[config.mk]
export PLATFORM = sky130hd
export DESIGN_NAME = fetch_stage
export DESIGN_NICKNAME = d
export VERILOG_FILES = /design/src/rtl/fetch_stage.sv
export SDC_FILE = /design/constraint.sdc
export NUM_CORES = 1
export LEC_CHECK = 0
export ABC_AREA = 1
export CORE_MARGIN = 4
export CORE_UTILIZATION = 33
export CTS_BUF_LIST = sky130_fd_sc_hd__clkbuf_8 sky130_fd_sc_hd__clkbuf_16
export DETAILED_ROUTE_END_ITERATION = 7
export GPL_TIMING_DRIVEN = 0
export HOLD_SLACK_MARGIN = 0.02
export PLACE_DENSITY = 0.74
export SLEW_MARGIN = 0
export SYNTH_ARGS = -nofsm -noshare
export SYNTH_HDL_FRONTEND = slang
export SYNTH_SLANG_ARGS = --single-unit
export TNS_END_PERCENT = 100
[constraint.sdc]
create_clock -name clk -period 3.9 [get_ports clk]
set_clock_uncertainty 0.2 [all_clocks]
set_input_delay 0.78 -clock clk [delete_from_list [all_inputs] [get_ports clk]]
set_output_delay 0.78 -clock clk [all_outputs]
set_load 0.02 [all_outputs]
[src/rtl/fetch_stage.sv]
// Instruction-fetch stage and IF/ID pipeline register for the 5-stage MIPS pipeline.
// Applies redirect > stall > memory-wait > advance each cycle and keeps saturating debug counters.
module fetch_stage #(
  parameter logic [31:0] RESET_PC = 32'h0000_0000,
  parameter int unsigned CNT_W    = 16
) (
  input  logic             clk,
  input  logic             rst_n,
  input  logic             stall,
  input  logic             redirect,
  input  logic [31:0]      redirect_pc,
  output logic [31:0]      imem_addr,
  input  logic [31:0]      imem_rdata,
  input  logic             imem_ready,
  output logic [31:0]      inst,
  output logic [31:0]      IF_ID_inst,
  output logic [31:0]      IF_ID_pc4,
  output logic [CNT_W-1:0] stall_cnt,
  output logic [CNT_W-1:0] flush_cnt
);

  typedef enum logic [1:0] {
    ActAdvance,
    ActWait,
    ActStall,
    ActRedirect
  } action_e;

  localparam logic [31:0] ResetPcAligned = {RESET_PC[31:2], 2'b00};

  action_e          w_action;
  logic [31:0]      r_pc, w_pc_d, w_pc4;
  logic [31:0]      r_if_id_inst, w_if_id_inst_d;
  logic [31:0]      r_if_id_pc4, w_if_id_pc4_d;
  logic [CNT_W-1:0] r_stall_cnt, w_stall_cnt_d;
  logic [CNT_W-1:0] r_flush_cnt, w_flush_cnt_d;

  assign w_pc4     = r_pc + 32'd4;
  assign imem_addr = r_pc;
  // An invalid fetch reads as the all-zero NOP so the hazard unit never sees garbage.
  assign inst      = imem_ready ? imem_rdata : 32'd0;

  always_comb begin
    w_action = ActAdvance;
    if (redirect) begin
      w_action = ActRedirect;
    end else if (stall) begin
      w_action = ActStall;
    end else if (!imem_ready) begin
      w_action = ActWait;
    end
  end

  always_comb begin
    w_pc_d         = r_pc;
    w_if_id_inst_d = 32'd0;
    w_if_id_pc4_d  = 32'd0;
    w_stall_cnt_d  = r_stall_cnt;
    w_flush_cnt_d  = r_flush_cnt;
    unique case (w_action)
      ActRedirect: begin
        w_pc_d = {redirect_pc[31:2], 2'b00};
        if (!(&r_flush_cnt)) begin
          w_flush_cnt_d = r_flush_cnt + CNT_W'(1);
        end
      end
      ActStall: begin
        if (!(&r_stall_cnt)) begin
          w_stall_cnt_d = r_stall_cnt + CNT_W'(1);
        end
      end
      ActWait: begin
      end
      ActAdvance: begin
        w_pc_d         = w_pc4;
        w_if_id_inst_d = imem_rdata;
        w_if_id_pc4_d  = w_pc4;
      end
      default: begin
      end
    endcase
  end

  always_ff @(posedge clk or negedge rst_n) begin
    if (!rst_n) begin
      r_pc         <= ResetPcAligned;
      r_if_id_inst <= 32'd0;
      r_if_id_pc4  <= 32'd0;
      r_stall_cnt  <= '0;
      r_flush_cnt  <= '0;
    end else begin
      r_pc         <= w_pc_d;
      r_if_id_inst <= w_if_id_inst_d;
      r_if_id_pc4  <= w_if_id_pc4_d;
      r_stall_cnt  <= w_stall_cnt_d;
      r_flush_cnt  <= w_flush_cnt_d;
    end
  end

  assign IF_ID_inst = r_if_id_inst;
  assign IF_ID_pc4  = r_if_id_pc4;
  assign stall_cnt  = r_stall_cnt;
  assign flush_cnt  = r_flush_cnt;

endmodule

==> flow_summary.yaml <==
global_route:
  grt_pass1_wl_um: 30000
  grt_max_degree: 68
  grt_pass1_vias: 5912
  globalRoute.totalOverflow: 0
  antenna_found_initial: 0
  grt_use_total_pct: 18.1
floorplanning:
  core_um2: 18200
  dieWidth_um: 145
  initial_core_util_pct: 33.9
  die_area_um2: 21000
  dieHeight_um: 145
  rows: 49
  io_pins: 229
timing:
  final-hold-violation-count: 0
  fmax_mhz: 305
  fin_crit_sh_pct: 84.2
  setup_violations: 0
  slew_violations: 0
  worstMarginPinSlew_ns: 0.563
  rsz0062_at_grt: "no"
  setup_ws_ns: 0.617
  max-slew-margin-rel_pct: 62.4
  holdWs_ns: 0.123
  min_period_ns: 3.28
layout:
  drive_above_1_share_pct: 5.47
  nets: 1121
  synthToLayoutAreaGrowth_pct: 51.4
  n_antenna_cell: 0
  instances_no_fill: 1289
logic_synthesis:
  syn_area_um2: 6170
  avgSynthCellArea_um2: 7.69
  ys_seq_area_share_pct: 50.3
  synth.area.top_cells: "dfrtp_1, nand2_1, inv_1"
  synth.top_cell.area_share_pct: 50.3
  syn_inst: 803
  synth-main-ff-cell: "dfrtp_1"
  ys_types: 28
  yosysMostFrequentCell: "nand2_1"
  synth_top_area_cell: "dfrtp_1"
  synth_seq_cells: 124
  synth_edf_count: 0
  synth_top_cells_by_count: "nand2_1, inv_1, dfrtp_1"
  synthArstFlopShare_pct: 100
  yosysWarnings: 0
critical_path:
  worstSetupEndpointType: "primary output"
  r2r_cells: 9
  crit_chain: "clkbuf_1 -> clkbuf_1 -> nand2_1 -> inv_1 -> clkdlybuf4s50_1"
  crit_fanout: 10
  cp_slowest_cell: "clkdlybuf4s50_1"
  critPathLaunchType: "input pin"
  rr_startpoint: "imem_addr[2]"
  reg2reg_setup_slack_ns: 1.95
  cpPeakStageDelay_ns: 0.61
  required_ns: 2.92
  path_class: "in2out"
  worst_ep_arrival_time_ns: 2.30
  cp_common_cell: "clkbuf_1"
  timing.rr.end: "imem_addr[24]"
drt:
  first_pass_iters: 5
  drc: 0
  via_per_inst: 4.60
  drt_iter0_drc: 425
  vias: 5928
  avgRoutedWirePerCell_um: 14.6
  wl_um: 18900
  ant_nets: 0
power:
  power_switching_w: 0.00139
  power.internal_w: 0.00301
  power_leakage_nw: 4.91
  p_clk_share_pct: 38.3
  sw_frac_of_total_pct: 31.5
  ir_worst_vdd_v: 0.000299
  powerDensity_nw_per_um2: 470
  seqPwrFrac_pct: 36.9
  pwr-share-comb_pct: 24.8
placement:
  io_buffers: 221
  dp.cells: 1257
  pre_cts_slack_ns: 0.516
  place.gp.congestion: 0.909
  dp_hpwl_um: 14400
clock_network:
  post-cts-setup-buffers: 0
  cts_buffer_depth: 2
  cts_tree: "done"
  post_cts_resized: 0
  cts_made_buffers: 17
  clockRootBuffer: "clkbuf_16"
  h-tree-depth: 4
  postCtsHoldBufs: 0
  worstSkewPairLatency_ns: 0.41
  cts_sinks: 124
  clk_pin_slew_ns: 0.06
hold_path:
  hp-class: "in2async"
job:
  maxCapViolCount: 0
run_status:
  status: "complete, no violations"
[flip-flops by register name (all words and copies together), names as in the netlist]
signal,count
flush_cnt,16
stall_cnt,16
imem_addr,30
IF_ID_pc4,30
IF_ID_inst,32
[layout by cell type (no fill, tap or decap), drive strengths merged]
cell,netlist,final
a22oi,12,12
xnor2,5,5
clkinv,0,6
bufinv,0,4
clkdlybuf4s50,0,220
clkinvlp,0,1
and2,2,2
nand3,55,55
o21bai,4,4
buf,12,14
nor2,103,103
nand3b,1,1
conb,1,4
o21ai,22,22
clkbuf,14,32
nand2,208,208
dfrtp,124,124
or2,1,1
ha,5,5
xor2,21,21
a21oi,45,45
nand4,3,3
nor3,7,7
inv,158,161
[metrics by stage]
| stage | TNS (ns) | total power [W] | instance area, um^2 | util (%) |
|---|---|---|---|---|
| finish | 0 | 0.00439 | 9340 | 51.3 |
| global placement | -387.60 | 0.00271 | 8680 | 47.7 |
| floorplan | 0 | 0.00216 | 6180 | - |
| CTS | 0 | 0.00444 | 9340 | 51.3 |
| detailed placement | 0 | 0.00273 | 8710 | 47.8 |
| global route | 0 | 0.00463 | 9340 | 51.3 |
[power by group through the flow]
stage          combinational (W)  clock (W)  sequential, W
5_1_grt                  0.00119    0.00179        0.00165
2_1_floorplan           0.000382          0        0.00178
3_3_place_gp             0.00108          0        0.00163
4_1_cts                  0.00110    0.00173        0.00162
3_5_place_dp             0.00109          0        0.00164
6_report                 0.00109    0.00168        0.00162
[worst max-delay path by stage]
stage / endpoint / startpoint
6_report: inst[8] / imem_ready
5_1_grt: inst[1] / imem_ready
4_1_cts: inst[8] / imem_ready
3_5_place_dp: imem_addr[23] / stall
3_3_place_gp: stall_cnt[3] / rst_n
2_1_floorplan: imem_addr[23] / imem_ready
[final cells by class]
| class | instances | area [um^2] |
|---|---|---|
| plain buffers | 26 | 148 |
| clock buffers | 18 | 439 |
| clock inverters | 14 | 194 |
| fillers | 1681 | 8860 |
| inverters | 158 | 593 |
| multi-input cells | 498 | 2340 |
| flip-flops and latches | 124 | 3100 |
| well taps | 229 | 287 |
| repair buffers | 222 | 2240 |
[logic make-up (layout without fill, tap and decap cells)]
logic type / after synthesis / after routing / share of synthesized area [%]
adders and majority gates: 5 / 5 / 1.01
AOI/OAI and AO/OA: 83 / 83 / 7.44
and+or+nand+nor: 380 / 380 / 25.5
other: 1 / 4 / 0.0608
xor gates and xnor gates: 26 / 26 / 3.69
DFF: 124 / 124 / 50.3
buffers and inverters: 184 / 438 / 12.0
[layer usage]
| metal | up-vias | GRT usage (%) | routed length (um) |
|---|---|---|---|
| met5 | - | 0 | 0 |
| met4 | 0 | 5.79 | 297 |
| met3 | 22 | 4.57 | 1150 |
| met2 | 194 | 29.6 | 9080 |
| met1 | 2791 | 23.7 | 8340 |
| li1 | 2921 | - | - |
[critical path: cells and delay by family]
family / cells / cell delay [ns]
AND/OR/NAND/NOR: 1 / 0.09
buffers and inverters: 4 / 1.44
No activity file was read; power rests on OpenSTA's default activity.
